===== config.mk =====
export PLATFORM = sky130hd
export DESIGN_NAME = seq_chunk_adder
export DESIGN_NICKNAME = d
export VERILOG_FILES = /design/src/rtl/alu_pkg.sv /design/src/rtl/chunk_adder.sv /design/src/rtl/fac.sv /design/src/rtl/seq_chunk_adder.sv
export SDC_FILE = /design/constraint.sdc
export NUM_CORES = 1
export LEC_CHECK = 0
export CORE_ASPECT_RATIO = 0.6
export CORE_MARGIN = 2
export CORE_UTILIZATION = 53
export CTS_BUF_LIST = sky130_fd_sc_hd__clkbuf_8
export DETAILED_ROUTE_END_ITERATION = 8
export PLACE_DENSITY = 0.91
export SLEW_MARGIN = 20
export SYNTH_ARGS = -nofsm -noshare
export SYNTH_HDL_FRONTEND = slang
export SYNTH_SLANG_ARGS = --single-unit

===== constraint.sdc =====
create_clock -name clk -period 4 [get_ports clk]
set_input_delay 1 -clock clk [delete_from_list [all_inputs] [get_ports clk]]
set_output_delay 1 -clock clk [all_outputs]
set_load 0.01 [all_outputs]

===== src/rtl/alu_pkg.sv =====
`default_nettype none
// ============================================================================
// Module   : alu_pkg
// Purpose  : Shared FSM state type and sizing helpers for the chunked adder.
// Revision : 1.0
// ============================================================================
package alu_pkg;

  typedef enum logic [1:0] {
    IDLE = 2'd0,
    RUN  = 2'd1,
    DONE = 2'd2
  } state_t;

  function automatic int ceil_div(input int n, input int d);
    return (n + d - 1) / d;
  endfunction

  function automatic int idx_width(input int n);
    return (n > 1) ? $clog2(n) : 1;
  endfunction

endpackage
`default_nettype wire


===== src/rtl/chunk_adder.sv =====
`default_nettype none
// ============================================================================
// Module   : chunk_adder
// Purpose  : CHUNK-bit ripple of fac cells with carry taps for flag generation.
// Revision : 1.0
// ============================================================================
module chunk_adder #(
  parameter int CHUNK    = 4,
  parameter int TOP_LAST = CHUNK - 1
) (
  input  logic [CHUNK-1:0] i_a,
  input  logic [CHUNK-1:0] i_b,
  input  logic             i_cin,
  input  logic             i_last,
  output logic [CHUNK-1:0] o_sum,
  output logic             o_cout,
  output logic             o_ctop
);

  logic [CHUNK:0] w_c;

  assign w_c[0] = i_cin;

  for (genvar g = 0; g < CHUNK; g++) begin : g_fa
    fac u_fac (
      .i_a (i_a[g]),
      .i_b (i_b[g]),
      .i_c (w_c[g]),
      .o_s (o_sum[g]),
      .o_c (w_c[g+1])
    );
  end

  // A partial last chunk is zero-extended, so its real MSB sits at TOP_LAST.
  assign o_cout = i_last ? w_c[TOP_LAST+1] : w_c[CHUNK];
  assign o_ctop = i_last ? w_c[TOP_LAST]   : w_c[CHUNK-1];

endmodule
`default_nettype wire


===== src/rtl/fac.sv =====
`default_nettype none
// ============================================================================
// Module   : fac
// Purpose  : Single-bit full-adder cell.
// Revision : 1.0
// ============================================================================
module fac (
  input  logic i_a,
  input  logic i_b,
  input  logic i_c,
  output logic o_s,
  output logic o_c
);

  assign o_s = i_a ^ i_b ^ i_c;
  assign o_c = (i_a & i_b) | (i_c & (i_a ^ i_b));

endmodule
`default_nettype wire


===== src/rtl/seq_chunk_adder.sv =====
`default_nettype none
// ============================================================================
// Module   : seq_chunk_adder
// Purpose  : Multi-cycle add/sub, CHUNK bits per clock, valid/ready on both ends.
// Revision : 1.0
// ============================================================================
module seq_chunk_adder
  import alu_pkg::*;
#(
  parameter int WIDTH = 17,
  parameter int CHUNK = 4
) (
  input  logic             clk,
  input  logic             rst_n,
  input  logic             in_valid,
  output logic             in_ready,
  input  logic [WIDTH-1:0] a,
  input  logic [WIDTH-1:0] b,
  input  logic             cin,
  input  logic             sub,
  output logic             out_valid,
  input  logic             out_ready,
  output logic [WIDTH-1:0] sum,
  output logic             cout,
  output logic             ovf,
  output logic             zero
);

  localparam int NCHUNK   = ceil_div(WIDTH, CHUNK);
  localparam int IW       = idx_width(NCHUNK);
  localparam int LAST_TOP = (WIDTH - 1) % CHUNK;

  state_t           r_state;
  state_t           w_state_next;
  logic [WIDTH-1:0] r_a;
  logic [WIDTH-1:0] r_b;
  logic [WIDTH-1:0] r_sum;
  logic             r_carry;
  logic [IW-1:0]    r_idx;
  logic             r_cout;
  logic             r_ovf;
  logic             r_zero;

  logic [31:0]      w_shift;
  logic [CHUNK-1:0] w_ca;
  logic [CHUNK-1:0] w_cb;
  logic [CHUNK-1:0] w_csum;
  logic             w_cout;
  logic             w_ctop;
  logic             w_last;
  logic [WIDTH-1:0] w_mask;
  logic [WIDTH-1:0] w_sum_next;

  assign w_shift = 32'(r_idx) * 32'(CHUNK);
  assign w_ca    = CHUNK'(r_a >> w_shift);
  assign w_cb    = CHUNK'(r_b >> w_shift);
  assign w_last  = (r_idx == IW'(NCHUNK - 1));

  chunk_adder #(
    .CHUNK    (CHUNK),
    .TOP_LAST (LAST_TOP)
  ) u_chunk (
    .i_a    (w_ca),
    .i_b    (w_cb),
    .i_cin  (r_carry),
    .i_last (w_last),
    .o_sum  (w_csum),
    .o_cout (w_cout),
    .o_ctop (w_ctop)
  );

  assign w_mask     = WIDTH'({CHUNK{1'b1}}) << w_shift;
  assign w_sum_next = (r_sum & ~w_mask) | (WIDTH'(w_csum) << w_shift);

  always_comb begin
    w_state_next = r_state;
    case (r_state)
      IDLE:    if (in_valid) w_state_next = RUN;
      RUN:     if (w_last)   w_state_next = DONE;
      DONE:    if (out_ready) w_state_next = IDLE;
      default: w_state_next = IDLE;
    endcase
  end

  always_ff @(posedge clk or negedge rst_n) begin
    if (!rst_n) r_state <= IDLE;
    else        r_state <= w_state_next;
  end

  always_ff @(posedge clk or negedge rst_n) begin
    if (!rst_n) begin
      r_a     <= '0;
      r_b     <= '0;
      r_sum   <= '0;
      r_carry <= 1'b0;
      r_idx   <= '0;
      r_cout  <= 1'b0;
      r_ovf   <= 1'b0;
      r_zero  <= 1'b0;
    end else begin
      case (r_state)
        IDLE: begin
          if (in_valid) begin
            // Subtraction folds into addition of the inverted operand.
            r_a     <= a;
            r_b     <= b ^ {WIDTH{sub}};
            r_carry <= cin ^ sub;
            r_idx   <= '0;
          end
        end
        RUN: begin
          r_sum   <= w_sum_next;
          r_carry <= w_cout;
          if (w_last) begin
            r_cout <= w_cout;
            r_ovf  <= w_cout ^ w_ctop;
            r_zero <= (w_sum_next == '0);
          end else begin
            r_idx <= r_idx + IW'(1);
          end
        end
        default: ;
      endcase
    end
  end

  assign in_ready  = (r_state == IDLE);
  assign out_valid = (r_state == DONE);
  assign sum       = r_sum;
  assign cout      = r_cout;
  assign ovf       = r_ovf;
  assign zero      = r_zero;

endmodule
`default_nettype wire


# --- Yosys cells after proc, flatten, opt, wreduce, memory -nomap -nowiden ---
# Cells that the tools add are included.
classes:
  n_addsub: 1
  eq_ne: 7
  shifts: 4
  muxes: 11
  bitwise_logic: 26
  n_reduce_logical: 8
op_table:
  columns: ["op", "count"]
  rows:
  - ["right shift 17 x 5 -> 4 bit", 2]
  - ["AND 17 bit", 1]
  - ["zero test 17 bit", 1]
  - ["inverter 17 bit", 1]
  - ["bitwise OR 17 bit", 1]
  - ["<< shifter 4 x 5 -> 17 bit", 1]
  - ["<< shifter 4 x 5 -> 17 bit, first input constant", 1]
  - ["XOR 17 bit", 1]
  - ["XOR 1 bit", 10]
  - ["AND 1 bit", 8]
  - ["2-to-1 mux 2 bit", 3]
  - ["2-to-1 mux 3 bit", 2]
  - ["one-hot mux 2 bit (3 select lines)", 1]
  - ["one-hot mux 3 bit (2 select lines)", 1]
  - ["AND reduction 2 bit", 3]
  - ["AND reduction 3 bit", 2]
  - ["inequality test 2 x 1 -> 1 bit, second input constant", 2]
  - ["inequality test 2 bit, second input constant", 2]
  - ["bitwise OR 1 bit", 4]
  - ["adder 3 x 1 -> 3 bit, second input constant", 1]
  - ["equality test 3 bit, second input constant", 1]
  - ["2-to-1 mux 1 bit", 3]
  - ["equality test 2 x 1 -> 1 bit, second input constant", 1]
  - ["equality test 2 bit, second input constant", 1]
  - ["3 further kinds", 3]
word_totals:
  ff_bits: 60
  output_inout_bits: 22

# --- Logic depth before layout (Yosys ltp) ---
logic_depth:
  word_depth: 12
  mapped_depth: 14
  depth_no_buf: 12

# --- Hierarchy ---
# Synthesis repeated with hierarchy kept, for this count alone.
unflattened:
  cells_unflattened: 242
  area_unflattened_um2: 2939.1
modules_own_cells:
  columns: ["module", "instances", "cells_per_inst", "area_each_um2"]
  rows:
  - ["seq_chunk_adder", 1, 236, 2836.5]
  - ["fac", 4, 1, 20.0]
  - ["chunk_adder", 1, 2, 22.5]

# --- Worst setup path before layout ---
# Ideal clock, no wire load.
synth_timing:
  path_type: "register to register"
  from: "register r_idx[0]"
  to: "register r_zero, in the netlist zero"
  t_arrival_ps: 3336
  required_ps: 3908
  slack_ps: 572
  stages_incl_launch_ff: 14
  n_path_buf: 2
  synth_period_minus_slack_ps: 3428
  cell_sequence: "dfrtp_1 -> buf_4 -> buf_2 -> nand2_1 -> a21oi_1 -> o32ai_1 -> fa_1 -> fa_1 -> fa_1 -> inv_1 -> fa_1 -> a32oi_1 -> nand4_1 -> o31ai_2"
synth_between:
  elab_chain_len: 12
  elab_cells_between_ends: 27
  cone_classes: "eq/ne: 1; shift: 4; bitwise: 20; reduce/logical: 2"
synth_rtl:
  columns: ["item", "line", "text"]
  rows:
  - ["from (decl)", "seq_chunk_adder.sv:39", "logic [IW-1:0] r_idx;"]
  - ["from (signal assigned)", "seq_chunk_adder.sv:119", "r_idx <= r_idx + IW'(1);"]
  - ["right shift 17 x 5 -> 4 bit (on tied branches)", "seq_chunk_adder.sv:55, seq_chunk_adder.sv:56", null]
  - ["XOR 1 bit", "fac.sv:15, fac.sv:16", null]
  - ["AND 1 bit", "fac.sv:16", "assign o_c = (i_a & i_b) | (i_c & (i_a ^ i_b));"]
  - ["bitwise OR 1 bit", "fac.sv:16", null]
  - ["AND 1 bit", "fac.sv:16", null]
  - ["bitwise OR 1 bit", "fac.sv:16", null]
  - ["AND 1 bit", "fac.sv:16", null]
  - ["bitwise OR 1 bit", "fac.sv:16", null]
  - ["XOR 1 bit", "fac.sv:15", "assign o_s = i_a ^ i_b ^ i_c;"]
  - ["<< shifter 4 x 5 -> 17 bit", "seq_chunk_adder.sv:73", "assign w_sum_next = (r_sum & ~w_mask) | (WIDTH'(w_csum) << w_shift);"]
  - ["bitwise OR 17 bit", "seq_chunk_adder.sv:73", null]
  - ["zero test 17 bit", "seq_chunk_adder.sv:117", "r_zero <= (w_sum_next == '0);"]
  - ["to (signal assigned)", "seq_chunk_adder.sv:117", null]
  - ["to (decl)", "seq_chunk_adder.sv:42", "logic r_zero;"]
# Several ways; a longest one is shown, not always the timed one.
# A chain may end at the register's enable or synchronous reset.

# --- Final worst setup path ---
layout_timing:
  from: "register r_idx[1]"
  to: "register r_zero, in the netlist zero"
# Same word-level chain as after synthesis.

==> impl_metrics.env <==
export IMPL_fin_util_pct=69.8
export IMPL_worst_path_max_fanout=13
export IMPL_nets=423
export IMPL_syn_area_per_cell_um2=9.71
export IMPL_insertion_delay_ns=0.34
export IMPL_cts_htree_levels=3
export IMPL_multi_input_area_um2=1430
export IMPL_crit_end="zero$_DFFE_PN0P_"
export IMPL_cts_max_path_buffers=2
export IMPL_power_density_nw_per_um2=890
export IMPL_min_path_type="flop to flop"
export IMPL_p_int_mw=1.92
export IMPL_syn2layout_area_growth_pct=27.3
export IMPL_grt_usage_pct=26.0
export IMPL_slew_violations=0
export IMPL_register_area_um2=1500
export IMPL_pwr_share_comb_pct=53.8
export IMPL_cp_startpoint="r_idx[1]$_DFFE_PN0P_"
export IMPL_tightest_slew_ns=0.695
export IMPL_critPathRequiredTime_ns=4.24
export IMPL_start_util_pct=54.8
export IMPL_setup_violations=0
export IMPL_max_slew_margin_rel_pct=53.7
export IMPL_worstPathArrival_ns=3.96
export IMPL_reg2reg_to="zero$_DFFE_PN0P_"
export IMPL_vias_per_cell=5.63
export IMPL_first_pass_iters=5
export IMPL_maxCapViolCount=0
export IMPL_dieArea_um2=6380
export IMPL_tns_ns=0
export IMPL_die_w_um=102
export IMPL_p_clk_share_pct=13.1
export IMPL_rows=21
export IMPL_vias=2573
export IMPL_ys_seq_area_share_pct=49.4
export IMPL_min_path_cells=2
export IMPL_leakage_nw=1.69
export IMPL_r2r_cells=12
export IMPL_grt_max_degree=55
export IMPL_place_hpwl_um=5630
export IMPL_fin_total_pwr_mw=3.44
export IMPL_switching_share_pct=44.4
export IMPL_routed_wl_um=7550
export IMPL_drc=0
export IMPL_dieHeight_um=62.7
export IMPL_fin_ws_ns=0.280
export IMPL_synth_cell_type_count=39
export IMPL_hold_violations=0
export IMPL_dp_slack_ns=0.224
export IMPL_wire_per_inst_um=16.5
export IMPL_ys_seq_elements=60
export IMPL_p_seq_share_pct=33.2
export IMPL_outcome="finished, final reports clean"
export IMPL_io_buffers=61
export IMPL_synthCells=313
export IMPL_initialDrtViolationCount=196
export IMPL_io_pins=62
export IMPL_grt_pass1_vias=2510
export IMPL_ant_nets=0
export IMPL_clock_sinks=60
export IMPL_period_minus_slack_ns=3.72
export IMPL_p_sw_mw=1.53
export IMPL_nFillCells=403
export IMPL_coreArea_um2=5540
export IMPL_r2r_slack_ns=0.28
export IMPL_endpoint_kind="flop"
export IMPL_layout_drive_gt1_share_pct=9.81
export IMPL_rsz0062_at_grt="false"
export IMPL_grt_pass1_wl_um=12300
export IMPL_syn_area_um2=3040
export IMPL_start_kind="flop"
export IMPL_min_period_over_period_pct=93.0
export IMPL_clock_fmax_mhz=269
export IMPL_reg2reg_from="r_idx[1]$_DFFE_PN0P_"
export IMPL_path_clk_slew_ns=0.06
export IMPL_synthesis_nets=362
export IMPL_grt_overflow_total=0
export IMPL_peakVddDrop_v=0.000359
export IMPL_cts_made_buffers=9
export IMPL_cts_root_buf="clkbuf_8"
export IMPL_tritoncts="built"
export IMPL_gp_congestion=0.947
export IMPL_ys_warn_count=0
export IMPL_skew_ns=0.00868
export IMPL_criticalPathCategory="flop to flop"
export IMPL_diodes=0
export IMPL_antenna_found_initial=0
export IMPL_cts_setup_buffers=0
[how the worst min path moves through the flow]
stage	start	slack, ns	to
after floorplan	r_a[4]$_DFFE_PN0P_	0.44	r_a[4]$_DFFE_PN0P_
after global placement	r_a[14]$_DFFE_PN0P_	0.46	r_a[14]$_DFFE_PN0P_
after detailed placement	r_a[13]$_DFFE_PN0P_	0.47	r_a[13]$_DFFE_PN0P_
after CTS	r_a[13]$_DFFE_PN0P_	0.49	r_a[13]$_DFFE_PN0P_
after global routing	r_a[13]$_DFFE_PN0P_	0.51	r_a[13]$_DFFE_PN0P_
final	r_a[13]$_DFFE_PN0P_	0.48	r_a[13]$_DFFE_PN0P_
[cells in the mapped netlist]
| cell type | n | area (µm²) |
|---|---|---|
| mux2_2 | 2 | 22.5 |
| xor2_1 | 1 | 8.76 |
| nand4_1 | 2 | 12.5 |
| o22ai_1 | 1 | 6.26 |
| mux2i_1 | 1 | 10.0 |
| buf_2 | 12 | 60.1 |
| nor2_2 | 1 | 6.26 |
| a22oi_1 | 8 | 60.1 |
| a211oi_2 | 1 | 12.5 |
| nand4b_4 | 1 | 23.8 |
| o21ai_0 | 10 | 50.1 |
| or4_4 | 1 | 11.3 |
| clkbuf_1 | 4 | 15.0 |
| dfrtp_1 | 60 | 1500 |
| nor2b_1 | 3 | 18.8 |
| or3_1 | 1 | 6.26 |
| inv_2 | 1 | 3.75 |
| o32ai_1 | 2 | 17.5 |
| o31ai_2 | 1 | 12.5 |
| nor3b_1 | 1 | 7.51 |
| nand2b_1 | 5 | 31.3 |
| nand2_1 | 81 | 304 |
| nor3_1 | 1 | 5.00 |
| ha_1 | 5 | 62.6 |
| and2_1 | 2 | 12.5 |
| a32o_1 | 4 | 40.0 |
| nor2_1 | 27 | 101 |
| nand3_1 | 3 | 15.0 |
| buf_4 | 1 | 7.51 |
| o21ai_1 | 8 | 40.0 |
| a221oi_1 | 1 | 8.76 |
| a21oi_1 | 20 | 100 |
| o211ai_1 | 2 | 15.0 |
| inv_1 | 8 | 30.0 |
| fa_1 | 4 | 80.1 |
| xnor2_1 | 18 | 158 |
| a32oi_1 | 2 | 17.5 |
| a22o_2 | 1 | 10.0 |
| mux4_2 | 6 | 135 |
[power by group through the flow]
stage	Clock, mW	Combinational, mW	Sequential, mW
floorplan	0	1.22	1.07
CTS	0.455	1.82	1.13
global placement	0	1.68	1.12
detailed placement	0	1.81	1.14
global route	0.493	2.02	1.18
finish	0.450	1.85	1.14
[sequential cells by signal, summed over array words and instances, names as in the netlist]
signal and flops:
r_a 17, r_b 17, sum 17, r_idx 3
r_state 2, cout 1, ovf 1, r_carry 1
zero 1
[layer usage]
| metal | vias up | global-route usage (%) | share of wire, % |
|---|---|---|---|
| li1 | 1179 | - | - |
| met1 | 1237 | 35.2 | 44 |
| met2 | 137 | 37.9 | 45 |
| met3 | 20 | 10.3 | 9.3 |
| met4 | 0 | 9.46 | 2.0 |
| met5 | - | 0 | 0 |
[placed cells by master, fill, tap and decap left out, types with 2 or more instances in the layout]
cell type        instances
a32oi_1                  2
xnor2_1                 18
a32o_1                   4
nand4_1                  2
buf_4                    6
inv_1                    9
a22oi_1                  8
a21oi_1                 20
dfrtp_1                 59
mux2_2                   2
nor2_1                  27
o21ai_0                 10
o32ai_1                  2
nor2b_1                  3
clkbuf_8                10
ha_1                     5
o211ai_1                 2
fa_1                     4
clkdlybuf4s50_1         60
o21ai_1                  8
clkinv_2                 3
and2_1                   2
nand2_1                 81
nand2b_1                 5
nand3_1                  3
mux4_2                   6
[cell families after synthesis]
logic type | share of synthesized area [%]
AND/OR/NAND/NOR | 18.3
buffers and inverters | 3.83
XOR/XNOR | 5.47
adder cells (fa/ha/maj) | 4.69
multiplexers | 5.51
AO/OA/AOI/OAI | 12.8
flip-flops | 49.4
[metrics by stage]
stage	cell area [µm²]	hold slack, ns	cells
2_1_floorplan	3040	0.440	313
3_3_place_gp	3710	0.462	443
3_5_place_dp	3710	0.470	443
4_1_cts	3870	0.485	457
5_1_grt	3870	0.511	457
6_report	3870	0.485	457
[timing repair]
item | CTS | global route
resized for setup | 0 | 1
setup endpoints to repair | 0 | 1
hold buffers | 0 | 0
[cell type report]
| type | instances | share of cell area (%) |
|---|---|---|
| clock buffers | 10 | 3.56 |
| clock inverters | 4 | 0.485 |
| inverters | 9 | 0.873 |
| multi-input cells | 227 | 36.9 |
| flip-flops and latches | 60 | 38.8 |
| well taps | 80 | 2.59 |
| repair buffers | 67 | 16.8 |
[critical path, cell delays in order (launching register included)]
cell,delay (ns)
dfrtp_1,0.57
inv_2,0.19
a22oi_1,0.08
nor2_1,0.12
o32ai_1,0.10
fa_1,0.51
fa_1,0.45
fa_1,0.37
inv_1,0.07
fa_1,0.47
a32oi_1,0.30
nand4_1,0.17
o31ai_2,0.22
No activity file was read; power rests on OpenSTA's default activity.
